$ cat src/rtl/serial_adder_pkg.sv
// Shared types and constants for the bit-serial adder stage.
// Imported by the full-adder cell and the core.
package serial_adder_pkg;

   localparam int unsigned WIDTH_DEF = 4;

   typedef enum logic [1:0] {
      IDLE,
      SHIFT,
      FLUSH,
      DONE
   } state_t;

   function automatic int unsigned cnt_w(input int unsigned w);
      return (w < 2) ? 1 : $clog2(w);
   endfunction

endpackage

$ cat src/rtl/serial_fa_cell.sv
// Single full-adder cell with its carry flip-flop.
// Carry is loaded from cin on accept and advanced on each capture.
module serial_fa_cell
   import serial_adder_pkg::*;
(
   input  logic clk,
   input  logic rst,
   input  logic load_i,
   input  logic cin_i,
   input  logic en_i,
   input  logic a_i,
   input  logic b_i,
   output logic s_o,
   output logic c_nxt_o
);

   logic carry_q;

   // Sum bit and next carry from the current operand bits.
   always_comb begin
      s_o     = a_i ^ b_i ^ carry_q;
      c_nxt_o = (a_i & b_i) | (a_i & carry_q) | (b_i & carry_q);
   end

   // Carry register: load takes priority over capture.
   always_ff @(posedge clk or posedge rst) begin
      if (rst) begin
         carry_q <= 1'b0;
      end else if (load_i) begin
         carry_q <= cin_i;
      end else if (en_i) begin
         carry_q <= c_nxt_o;
      end
   end

endmodule

$ cat src/rtl/serial_adder_core.sv
// Bit-serial adder: drives the upstream PISO shift, adds LSB-first,
// collects the sum in a SIPO and pulses done with the parallel result.
module serial_adder_core
   import serial_adder_pkg::*;
#(
   parameter int unsigned WIDTH = WIDTH_DEF
) (
   input  logic             clk,
   input  logic             rst,
   input  logic             start,
   input  logic             cin,
   input  logic             a_bit,
   input  logic             b_bit,
   output logic             shift_en,
   output logic             busy,
   output logic [WIDTH-1:0] sum,
   output logic             cout,
   output logic             done
);

   localparam int unsigned    CW       = cnt_w(WIDTH);
   localparam logic [CW-1:0]  CNT_LAST = CW'(WIDTH - 1);

   state_t           state_q, state_d;
   logic [CW-1:0]    cnt_q, cnt_d;
   logic [WIDTH-1:0] sipo_q, sipo_d;
   logic [WIDTH-1:0] sum_q, sum_d;
   logic             cout_q, cout_d;
   logic             load_c;
   logic             cap_c;
   logic             s_c;
   logic             c_nxt_c;

   serial_fa_cell u_fa (
      .clk     (clk),
      .rst     (rst),
      .load_i  (load_c),
      .cin_i   (cin),
      .en_i    (cap_c),
      .a_i     (a_bit),
      .b_i     (b_bit),
      .s_o     (s_c),
      .c_nxt_o (c_nxt_c)
   );

   // Next state, counter and control strobes.
   // Bits arrive one cycle after their shift edge, so the first
   // SHIFT cycle captures nothing and FLUSH takes the last bit.
   always_comb begin
      state_d  = state_q;
      cnt_d    = cnt_q;
      load_c   = 1'b0;
      cap_c    = 1'b0;
      shift_en = 1'b0;
      done     = 1'b0;
      unique case (state_q)
         IDLE: begin
            if (start) begin
               state_d = SHIFT;
               cnt_d   = '0;
               load_c  = 1'b1;
            end
         end
         SHIFT: begin
            shift_en = 1'b1;
            cap_c    = (cnt_q != '0);
            if (cnt_q == CNT_LAST) begin
               state_d = FLUSH;
            end else begin
               cnt_d = cnt_q + CW'(1);
            end
         end
         FLUSH: begin
            cap_c   = 1'b1;
            state_d = DONE;
         end
         DONE: begin
            done    = 1'b1;
            state_d = IDLE;
         end
         default: begin
            state_d = IDLE;
         end
      endcase
   end

   // SIPO shift on capture; result registers load on the final capture.
   always_comb begin
      sipo_d = sipo_q;
      sum_d  = sum_q;
      cout_d = cout_q;
      if (cap_c) begin
         sipo_d = {s_c, sipo_q[WIDTH-1:1]};
      end
      if (state_q == FLUSH) begin
         sum_d  = {s_c, sipo_q[WIDTH-1:1]};
         cout_d = c_nxt_c;
      end
   end

   // State, counter, SIPO and held result registers.
   always_ff @(posedge clk or posedge rst) begin
      if (rst) begin
         state_q <= IDLE;
         cnt_q   <= '0;
         sipo_q  <= '0;
         sum_q   <= '0;
         cout_q  <= 1'b0;
      end else begin
         state_q <= state_d;
         cnt_q   <= cnt_d;
         sipo_q  <= sipo_d;
         sum_q   <= sum_d;
         cout_q  <= cout_d;
      end
   end

   assign busy = (state_q != IDLE);
   assign sum  = sum_q;
   assign cout = cout_q;

endmodule

$ cat config.mk
export PLATFORM = sky130hd
export DESIGN_NAME = serial_adder_core
export DESIGN_NICKNAME = d
export VERILOG_FILES = /design/src/rtl/serial_adder_pkg.sv /design/src/rtl/serial_fa_cell.sv /design/src/rtl/serial_adder_core.sv
export SDC_FILE = /design/constraint.sdc
export NUM_CORES = 1
export LEC_CHECK = 0
export ABC_AREA = 0
export BUFFER_PORTS_ARGS = -buffer_cell sky130_fd_sc_hd__buf_4
export CELL_PAD_IN_SITES_DETAIL_PLACEMENT = 2
export CELL_PAD_IN_SITES_GLOBAL_PLACEMENT = 2
export CORE_ASPECT_RATIO = 1.25
export CORE_MARGIN = 5
export CORE_UTILIZATION = 33
export CTS_BUF_LIST = sky130_fd_sc_hd__clkbuf_2 sky130_fd_sc_hd__clkbuf_4 sky130_fd_sc_hd__clkbuf_8
export DETAILED_ROUTE_END_ITERATION = 10
export GPL_ROUTABILITY_DRIVEN = 0
export GPL_TIMING_DRIVEN = 0
export HOLD_SLACK_MARGIN = 0.05
export PLACE_DENSITY = 0.79
export SYNTH_ARGS = -nofsm -noshare
export SYNTH_HDL_FRONTEND = slang
export SYNTH_SLANG_ARGS = --single-unit
export TNS_END_PERCENT = 5
$ cat constraint.sdc
create_clock -name clk -period 1.3 [get_ports clk]
set_input_delay 0.065 -clock clk [delete_from_list [all_inputs] [get_ports clk]]
set_output_delay 0.065 -clock clk [all_outputs]
set_load 0.02 [all_outputs]
### After elaboration in Yosys (flattened, before gate mapping)

Index checks and enable logic that the tools add are counted.

| word-level totals | value |
|---|---|
| RAM bits | 0 |
| latch bits | 0 |
| bits in registers | 14 |
| input bits | 6 |
| ROM bits | 0 |
| memories kept | 0 |

| operators by class | value |
|---|---|
| muxes and demuxes | 13 |
| bitwise operators | 7 |
| $add $sub $neg | 1 |
| multipliers | 0 |
| eq/ne operators | 7 |
| $lt $le $gt $ge | 0 |
| div/mod/pow operators | 0 |
| reductions and logical operators | 7 |
| shift-type cells | 0 |

Operator list:

| kind | count |
|---|---|
| two-way mux 2 bit | 4 |
| case mux 2 bit (4 select lines) | 1 |
| nonzero test 2 bit | 4 |
| == test 2 bit (second input constant) | 3 |
| two-way mux 1 bit | 6 |
| inequality test 2 bit (second input constant) | 3 |
| case mux 2 bit (2 select lines) | 1 |
| AND 1 bit | 3 |
| AND reduction 3 bit | 1 |
| adder 2 x 1 -> 2 bit (second input constant) | 1 |
| == test 2 x 1 -> 1 bit (second input constant) | 1 |
| logical NOT 2 bit | 1 |
| bitwise OR 1 bit | 2 |
| case mux 1 bit (2 select lines) | 1 |
| AND reduction 2 bit | 1 |
| XOR 1 bit | 2 |

### Depth between registers and ports, before layout

Gate-level depths: netlist of the first run.

| depth | value |
|---|---|
| depth after elaboration | 5 |
| gate-level depth with buffers | 5 |
| gate-level depth less buffers | 5 |

### Cells and area by module

A second synthesis of the first run with hierarchy kept.

| unflattened totals | value |
|---|---|
| cell total of the unflattened synthesis | 58 |
| area total of the unflattened synthesis | 730.7 sq um |

Modules (own cells, without submodules):

| module | area an instance (sq um) | cells an instance | times used | sequential area each (sq um) |
|---|---|---|---|---|
| serial_adder_core | 663.1 | 52 | 1 | 300.3 |
| serial_fa_cell | 67.6 | 6 | 1 | 25.0 |

### Worst setup path before layout of the first run

No wires, ideal clock.

| timing | value |
|---|---|
| path type | reg2reg |
| from | reg state_q[1] |
| to | reg sipo_q[1] |
| stages on the path, launching flop included | 6 |
| data required time | 1.175 ns |
| arrival | 1.506 ns |
| period minus slack after synthesis | 1.631 ns |
| setup slack | -0.331 ns |
| cell sequence | dfrtp_1 > inv_1 > ha_1 > nor2b_4 > o21a_4 > mux2_4 |

| on the way | value |
|---|---|
| cells in the longest elaborated chain, start to end | 2 |
| elaborated cells between the ends (all ways) | 3 |
| classes of those cells | 2 x eq/ne; 1 x mux |

RTL lines:

| element | RTL line | RTL |
|---|---|---|
| from (decl) | serial_adder_core.sv:24 | `state_t state_q, state_d;` |
| from (signal assigned) | serial_adder_core.sv:110 | `state_q <= state_d;` |
| == test 2 bit or == test 2 x 1 -> 1 bit (tied branches) | serial_adder_core.sv:56 | `unique case (state_q)` |
| case mux 1 bit (2 select lines) * | serial_adder_core.sv:56 |  |
| to (signal assigned) | serial_adder_core.sv:112 | `sipo_q <= sipo_d;` |
| to (decl) | serial_adder_core.sv:26 | `logic [WIDTH-1:0] sipo_q, sipo_d;` |

Every way passes the cells marked *; elsewhere a longest branch is shown, timed or not.
A chain may end at the register's enable or synchronous reset.

### Final worst setup path of the first run

Same ends and word-level chain as after synthesis.

==> reports/qor.yml, run 1 <==
run_status:
  status: "complete, but fails checks"
  violations: "setup timing"
hold_path:
  holdCritStartpoint: "cin"
  hold_path.class: "in2reg"
  hold-path-cell-count: 3
  whs_endpoint: "u_fa.carry_q"
route:
  drt_iter0_drc: 1
  drtAntennaViolNets: 0
  drc: 0
  routed_wl_um: 1730
  num_vias: 526
  wl_per_cell_um: 15.1
  firstDrtPassIters: 2
  via_per_inst: 4.57
power_and_ir_drop:
  p_total_uw: 2970
  p_per_area_nw_per_um2: 2830
  p_leak_uw: 0.000482
  peakVddDrop_mv: 1.25
sta:
  fmax_mhz: 719
  fin_ws_ps: -91.1
  fin_crit_sh_pct: 107
  finalMaxSlewViolations: 0
  setup_violations: 8
  slew_headroom_pct: 67.5
  fin_worst_skew_ps: 2.00
  hold_violations: 0
  grt_setup_unrepaired: "true"
  min_period_ps: 1390
  whs_ps: 97.7
  worstMarginPinSlew_ps: 487
yosys:
  ys_ff_latch: 13
  synthCells: 57
  syn_area_per_cell_um2: 12.9
  ys_top_cells_by_area: "dfrtp_1 (44%), ha_1 (14%), mux2_2 (9.2%)"
  syn_area_um2: 733
  syn-num-nets: 72
  synthDistinctLibCells: 21
  yosys.area.top_type: "dfrtp_1"
  synth_top_area_share_pct: 44.4
  yosysWarningCount: 0
  ys_seq_area_share_pct: 44.4
clock_network:
  cts_tree: "built"
  clk_latency_ps: 280
  root_buffer: "clkbuf_4"
  cts_num_sinks: 13
  clk_path_buf_depth: 2
  cts_max_level: 1
  clkTransAtPathRegs_ps: 80
  cts_buffers: 3
setup_path:
  worstSetupEndpointType: "register"
  crit_fanout: 4
  critPathArrivalTime_ps: 1560
  ff2ff_setup_slack_ps: -90
  crit_type: "reg2reg"
  worstPathRequired_ps: 1470
  r2r_start: "state_q[1]"
  startpoint_type: "register"
  r2r_end: "sipo_q[1]"
  reg2regPathDepth: 4
floorplanning:
  initial_core_util_pct: 33.9
  rows: 19
  ios: 14
  design.die.area_um2: 3270
  die_w_um: 52.2
  core_area_um2: 2160
  die_h_um: 62.7
place:
  dpl.hpwl_um: 1230
  place_inst: 101
  placed_cell_area_um2: 885
  portBuffers: 13
global_routing:
  grt_antenna_before_repair: 0
  gr-usage-all-layers_pct: 12.2
  grt_max_degree: 14
  grt_pass1_vias: 637
  grt-ovfl-total: 0
  grt_pass1_wl_um: 2920
final_layout:
  final_nets: 100
  final_area_um2: 1050
  diodes: 0
  post-route-util_pct: 48.5
  area_growth_pct: 43.2
  stdcell_count: 115
  layout-drive-gt1-share_pct: 60.7
run:
  max-cap-violations: 0
[cells in the final DEF, fill, tap and decap left out, types with 2 or more instances in the layout]
master and instances:
nand2_1 3, mux2_2 5, ha_1 3, inv_2 2, inv_1 4, nor2b_4 2, clkbuf_4 4, buf_6 4
buf_4 18, ha_4 3, dfrtp_1 12, ha_2 2, mux2_4 4, a22o_2 2
[where the power goes]
| part | internal, uW | switching (uW) | total (uW) |
|---|---|---|---|
| clock | 140 | 131 | 271 |
| combinational | 1090 | 839 | 1930 |
| sequential | 621 | 151 | 772 |
| total | 1850 | 1120 | 2970 |
[sequential cells by signal, summed over array words and instances, names as in the netlist]
register      cells
cout              1
state_q           2
u_fa.carry_q      1
cnt_q             2
sum               4
sipo_q            3
[Yosys cell counts]
library cell and n:
dfrtp_1 13, ha_1 8, inv_1 7, mux2_2 6, mux2_4 3, nand2_1 3, a22o_2 2, nor2b_4 2
a21oi_2 1, fa_1 1, mux2i_1 1, nand2b_1 1, nand3_1 1, nor2_1 1, o2111ai_1 1, o211ai_1 1
o21a_4 1, o21ai_0 1, o21bai_1 1, o22ai_1 1, or2_2 1
[metrics by stage]
| stage | setup TNS (ps) | setup WS [ps] |
|---|---|---|
| after detailed placement | -1270 | -204 |
| final | -500 | -91.1 |
| after CTS | -951 | -110 |
| after global placement | -1050 | -197 |
| after floorplan | -509 | -113 |
| after global routing | -1110 | -156 |
[critical path, stage by stage (launching register included)]
cell	delay (ps)
dfrtp_1	400
buf_4	150
ha_2	190
o21a_4	240
mux2_4	300
[per-layer routing]
| metal | GRT usage, % | part of all wire, % | vias up |
|---|---|---|---|
| met2 | 22.3 | 57 | 11 |
| met1 | 13.0 | 39 | 262 |
| met4 | 5.75 | 1.8 | 0 |
| met3 | 2.15 | 2.4 | 5 |
| met5 | 0 | 0 | - |
| li1 | - | - | 248 |
[logic make-up (layout without fill, tap and decap cells)]
kind of cell | count (synthesis) | count (layout) | share of synthesized area [%]
and+or+nand+nor | 9 | 9 | 8.19
muxes | 10 | 10 | 16.7
DFF | 13 | 13 | 44.4
buffers and inverters | 7 | 34 | 3.58
AOI/OAI and AO/OA | 9 | 9 | 10.8
adders and majority gates | 9 | 9 | 16.4
[what timing repair did]
action / CTS / global route
hold endpoints to repair: 13 / 0
gates cloned: 0 / 0
buffers inserted: 9 / 0
resized for setup: 7 / 7
pin swaps: 1 / 1
setup endpoints to repair: 14 / 16
hold buffers: 1 / 0
[worst max path at each step]
stage | startpoint | to | slack, ps | cells past startpoint
6_report | state_q[1] | sipo_q[1] | -90 | 4
5_1_grt | state_q[0] | cnt_q[1] | -160 | 5
4_1_cts | state_q[0] | sipo_q[1] | -110 | 4
3_3_place_gp | state_q[0] | state_q[1] | -200 | 5
2_1_floorplan | state_q[1] | sipo_q[1] | -110 | 5
3_5_place_dp | state_q[0] | state_q[1] | -200 | 5
[final cells by class]
class | instances | area [um2]
fillers | 220 | 1110
multi-input cells | 37 | 435
flip-flops and latches | 13 | 327
repair buffers | 23 | 190
well taps | 31 | 38.8
clock buffers | 4 | 30.0
inverters | 7 | 28.8
No activity file was read; power rests on OpenSTA's default activity.
==> run 2: changes to the inputs <==
CORE_ASPECT_RATIO = 0.8   (was 1.25)
==> run 2 against run 1 <==
  * Routed wire length fell by 2.3%
  * Sequential cell count unchanged
  * The flow still finishes with violations (setup timing)
  * Power down 5.5%
  * Global-route usage down 0.89 points
  * Clock-buffer cell count unchanged
  * Via count fell by 5.1%
  * Sequential power is 1% lower
  * Register-to-register slack got worse by 60 ps
  * Sequential share of layout area rose by 1.7 points
  * Clock skew is 1.6 ps higher
  * Cell count decreased by 8.7%
  * Worst hold slack improved by 2.4 ps
==> reports/qor.yml, run 2 (synthesis gave the netlist of run 1 again) <==
sta:
  fin_ws_ps: -154  # -63.3 ps
  fin_crit_sh_pct: 112  # +4.9 points
  min_period_ps: 1450  # +63.3 ps
  worstMarginPinSlew_ps: 500  # +12.6 ps
  hold_violations: 0  # unchanged
  finalMaxSlewViolations: 0  # unchanged
  setup_violations: 11  # +3
  slew_headroom_pct: 66.7  # -0.84 points
  fin_worst_skew_ps: 3.57  # +1.57 ps
  fmax_mhz: 688  # -4.4%
  grt_setup_unrepaired: "true"
global_routing:
  grt_util_met1_pct: 12.0  # -1.0 points
  gr-usage-met3_pct: 4.32  # +2.2 points
  grt_pass1_vias: 575  # -9.7%
  grt-ovfl-total: 0  # unchanged
  grt_max_degree: 14  # unchanged
  grt_pass1_wl_um: 2740  # -6.1%
  grt_busiest_layer: "met2"
  grt_antenna_before_repair: 0  # unchanged
  met2_usage_pct: 21.2  # -1.1 points
  gr-usage-all-layers_pct: 11.3  # -0.89 points
setup_path:
  crit_type: "reg2reg"
  worstPathRequired_ps: 1470  # about the same
  startpoint_type: "register"
  reg2regPathDepth: 5  # +1
  worstSetupEndpointType: "register"
  crit_fanout: 3  # -1
  cp-startpoint: "state_q[0]"
  r2r_end: "state_q[1]"
  ff2ff_setup_slack_ps: -150  # -60 ps
  critPathArrivalTime_ps: 1620  # +60 ps
  r2r_start: "state_q[0]"
final_layout:
  diodes: 0  # unchanged
  layout-drive-gt1-share_pct: 55.0  # -5.7 points
  final_nets: 96  # -4.0%
  final_cell_mix: "buf_4 (15), dfrtp_1 (13), mux2_2 (6), inv_1 (5), ha_1 (5)"
  post-route-util_pct: 46.4  # -2.2 points
  final_common_cell: "buf_4"
  largest_reg_flops: 4  # unchanged
  final_area_um2: 992  # -5.5%
  area_growth_pct: 35.3
clock_network:
  cts_buffers: 3  # unchanged
  clk_latency_ps: 270  # about the same
  root_buffer: "clkbuf_4"
  cts_tree: "built"
  cts_max_level: 1  # unchanged
  clkTransAtPathRegs_ps: 80  # about the same
  clk_path_buf_depth: 2  # unchanged
  cts_num_sinks: 13  # unchanged
route:
  drtAntennaViolNets: 0  # unchanged
  routed_wl_um: 1690  # -2.3%
  num_vias: 499  # -5.1%
  firstDrtPassIters: 2  # unchanged
  via_per_inst: 4.75  # +3.9%
  drc: 0  # unchanged
  drt_iter0_drc: 2  # +1
  wl_per_cell_um: 16.1  # +7.1%
run_status:
  violations: "setup timing"
  status: "complete, but fails checks"
power_and_ir_drop:
  p_per_area_nw_per_um2: 2830  # about the same
  p_leak_uw: 0.000461  # -4.4%
  peakVddDrop_mv: 1.33  # +6.5%
run:
  max-cap-violations: 0  # unchanged
hold_path:
  whs_endpoint: "u_fa.carry_q"
  holdCritStartpoint: "cin"
  hold_path.class: "in2reg"
  hold-path-cell-count: 3  # unchanged
place:
  placed_cell_area_um2: 877  # -0.85%
  portBuffers: 13  # unchanged
  dpl.hpwl_um: 1220  # -0.59%
floorplanning:
  ios: 14  # unchanged
  die_h_um: 52.2  # -17%
  core_area_um2: 2140  # -1.1%
  initial_core_util_pct: 34.3  # +0.38 points
  design.die.area_um2: 3270  # unchanged
  die_w_um: 62.7  # +20%
  rows: 15  # -4
[run 2: worst max-delay path by stage]
stage                       endpoint  slack (ps)  cells past startpoint
final                     state_q[1]        -150                      5
after global routing       sipo_q[2]        -210                      5
after CTS                  sipo_q[2]        -180                      5
after detailed placement  state_q[1]        -250                      5
after global placement    state_q[1]        -200                      5
after floorplan            sipo_q[1]        -110                      5
[run 2: routing by layer]
| layer | vias to the layer above | share of wire [%] |
|---|---|---|
| li1 | 239 | - |
| met1 | 249 | 40 |
| met2 | 9 | 55 |
| met3 | 2 | 3.7 |
| met4 | 0 | 1.2 |
| met5 | - | 0 |
[run 2: area by class of cell]
| type | instances | area (um2) |
|---|---|---|
| repair buffers | 19 | 156 |
| flip-flops and latches | 13 | 325 |
| inverters | 7 | 26.3 |
| multi-input cells | 37 | 423 |
| well taps | 25 | 31.3 |
| fillers | 230 | 1150 |
| clock buffers | 4 | 30.0 |
[run 2: what timing repair did]
item	CTS	global route
resized for setup	7	1
buffers inserted	5	0
pin swaps	5	1
setup endpoints to repair	14	15
hold buffers	1	0
endpoints found under the hold margin	13	0
[run 2: worst max-delay path: stages, from the launching register on]
cell     delay (ps)
dfrtp_1         420
buf_6           130
ha_4            150
buf_4           150
a21oi_4         150
mux2_2          350
[run 2: per-stage QoR]
| step | hold WS [ps] | total power, uW | cells | setup slack, ps | setup TNS (ps) |
|---|---|---|---|---|---|
| 3_5_place_dp | 130 | 2310 | 95 | -250 | -1510 |
| 4_1_cts | 68.3 | 2830 | 105 | -177 | -1010 |
| 6_report | 100 | 2810 | 105 | -154 | -873 |
| 3_3_place_gp | 122 | 2240 | 95 | -205 | -1080 |
| 5_1_grt | 103 | 3020 | 105 | -207 | -1720 |
| 2_1_floorplan | -58.0 | 1870 | 57 | -113 | -509 |
[run 2: report_power, final]
| group | leakage (uW) | internal [uW] | switching, uW |
|---|---|---|---|
| logic | 0.000287 | 967 | 807 |
| registers | 0.000155 | 617 | 146 |
| clock network | 0.0000184 | 140 | 132 |
==> run 3: changes to the inputs <==
CORE_UTILIZATION = 25   (was 33)
PLACE_DENSITY = 0.63   (was 0.79)
SKIP_LAST_GASP = 1   (was not set)
==> run 3 against run 2 <==
  * The run still ends with setup timing left
  * First-iteration DRC count increased to 3.0 times the previous value
  * Sequential cell count is the same
  * Power increased by 2.6%
  * Sequential share of layout area fell by 0.92 points
  * Maximum frequency grew 0.42%
  * Clock-buffer cell count is the same
  * Routed wire length grew 1.2%
  * Clock power is 37% higher
  * Critical path type unchanged
  * Highest routed layer unchanged
==> reports/qor.yml, run 3 (synthesis gave the netlist of run 1 again) <==
route:
  via_per_inst: 4.23  # -11%
  num_vias: 503  # +0.80%
  drtAntennaViolNets: 0  # unchanged
  drc: 0  # unchanged
  routed_wl_um: 1710  # +1.2%
  wl_per_cell_um: 14.4  # -11%
  drt_iter0_drc: 6  # +4
  firstDrtPassIters: 2  # unchanged
final_layout:
  final_cell_mix: "buf_4 (18), dfrtp_1 (13), mux2_2 (6), inv_1 (5), ha_1 (5)"
  final_common_cell: "buf_4"
  diodes: 0  # unchanged
  layout-drive-gt1-share_pct: 54.3  # -0.68 points
  area_growth_pct: 39.2
  final_area_um2: 1020  # +2.9%
  largest_reg_flops: 4  # unchanged
  final_nets: 97  # +1.0%
  nFillCells: 298  # +30%
clock_network:
  cts_num_sinks: 13  # unchanged
  root_buffer: "clkbuf_8"
  clkTransAtPathRegs_ps: 60  # -20 ps
  cts_max_level: 1  # unchanged
  clk_path_buf_depth: 2  # unchanged
  cts_tree: "built"
  clk_latency_ps: 240  # -30 ps
  cts_buffers: 3  # unchanged
setup_path:
  crit_fanout: 4  # +1
  crit_family: "flip-flops"
  cp_num_buf_inv: 1  # -1
  crit_path_top_delay_cell: "dfrtp_1"
  crit_type: "reg2reg"
  crit_chain: "buf_6 > ha_4 > nor2b_4 > o21a_4 > mux2_4"
  max_stage_delay_ps: 410  # about the same
  worstSetupEndpointType: "register"
  critPathArrivalTime_ps: 1570  # -50 ps
  worstPathRequired_ps: 1420  # -50 ps
  startpoint_type: "register"
sta:
  fin_ws_ps: -148  # +6.12 ps
  fmax_mhz: 690  # +0.42%
  setup_violations: 12  # +1
  min_period_ps: 1450  # -6.12 ps
  whs_ps: 133  # +33.1 ps
  setup_tns_ps: -1190  # -320 ps
  fin_crit_sh_pct: 111  # -0.47 points
  finalMaxSlewViolations: 0  # unchanged
  grt_setup_unrepaired: "true"
  hold_violations: 0  # unchanged
  worstMarginPinSlew_ps: 508  # +8.61 ps
  slew_headroom_pct: 66.1  # -0.57 points
  fin_worst_skew_ps: 4.53  # +0.963 ps
global_routing:
  grt_pass1_wl_um: 2930  # +6.8%
  grt_pass1_vias: 590  # +2.6%
  grt-ovfl-total: 0  # unchanged
  grt_max_degree: 14  # unchanged
  grt_antenna_before_repair: 0  # unchanged
  gr-usage-all-layers_pct: 9.34  # -2.0 points
run_status:
  violations: "setup timing"
  status: "complete, but fails checks"
place:
  placed_cell_area_um2: 893  # +1.9%
  dpl.hpwl_um: 1250  # +2.3%
  portBuffers: 13  # unchanged
  dp_slack_ps: -232  # +18.0 ps
floorplanning:
  die_h_um: 58.4  # +12%
  core_area_um2: 2790  # +30%
  rows: 17  # +2
  initial_core_util_pct: 26.3  # -8.0 points
  design.die.area_um2: 4120  # +26%
  ios: 14  # unchanged
  die_w_um: 70.5  # +13%
power_and_ir_drop:
  p_seq_share_pct: 26.7  # -0.5 points
  intPower_uw: 1810  # +4.9%
  p_per_area_nw_per_um2: 2820  # -0.25%
  p_sw_uw: 1070  # -0.94%
  switching_share_pct: 37.3  # -1.3 points
  p_comb_share_pct: 60.4  # -2.7 points
  peakVddDrop_mv: 1.11  # -16%
  clkPwrFrac_pct: 13.0  # +3.3 points
  p_leak_uw: 0.000471  # +2.0%
  p_total_uw: 2880  # +2.6%
hold_path:
  hold_path.class: "in2reg"
run:
  max-cap-violations: 0  # unchanged
[run 3: worst register-to-register path, stage by stage (launching register included)]
cell and delay, ps:
dfrtp_1 410, buf_6 130, ha_4 150, nor2b_4 120, o21a_4 220, mux2_4 290
[run 3: worst paths after layout]
path	from	to	slack [ps]	cells after the start
hold / removal	cin	u_fa.carry_q	130	3
max in group asynchronous	rst	sum[0]	530	3
hold reg to reg	cout	cout	510	1
min in group asynchronous	rst	cnt_q[1]	430	3
setup reg to reg	state_q[0]	sipo_q[1]	-150	5
setup / recovery	state_q[0]	sipo_q[1]	-150	5
[run 3: power groups by stage]
stage | Clock (uW) | Sequential, uW | Combinational (uW)
5_1_grt | 411 | 810 | 1910
3_3_place_gp | 0 | 779 | 1480
4_1_cts | 387 | 776 | 1720
2_1_floorplan | 0 | 850 | 1020
3_5_place_dp | 0 | 795 | 1510
6_report | 374 | 769 | 1740
[run 3: final cells by class]
class / instances / area (um2) / area share [%]
repair buffers: 20 / 156 / 15.3
well taps: 38 / 47.5 / 4.66
inverters: 7 / 26.3 / 2.57
clock buffers: 4 / 48.8 / 4.78
flip-flops and latches: 13 / 325 / 31.9
multi-input cells: 37 / 417 / 40.8
[run 3: layer usage]
metal	vias up	global-route usage [%]	wire length [um]
li1	242	-	-
met1	251	10.5	708
met2	8	17.2	922
met3	2	3.07	58
met4	0	2.41	23
met5	-	0	0
[run 3: repair_timing]
| action | CTS | global route |
|---|---|---|
| pin swaps | 2 | 1 |
| hold buffers | 1 | 0 |
| gates resized for setup | 2 | 2 |
| buffers inserted | 5 | 1 |
| endpoints found under the hold margin | 13 | 0 |
| setup endpoints to repair | 14 | 14 |
[run 3: stage by stage]
step	utilization [%]	instances
3_5_place_dp	32.1	108
4_1_cts	36.0	118
5_1_grt	36.6	119
3_3_place_gp	32.1	108
2_1_floorplan	-	57
6_report	36.6	119
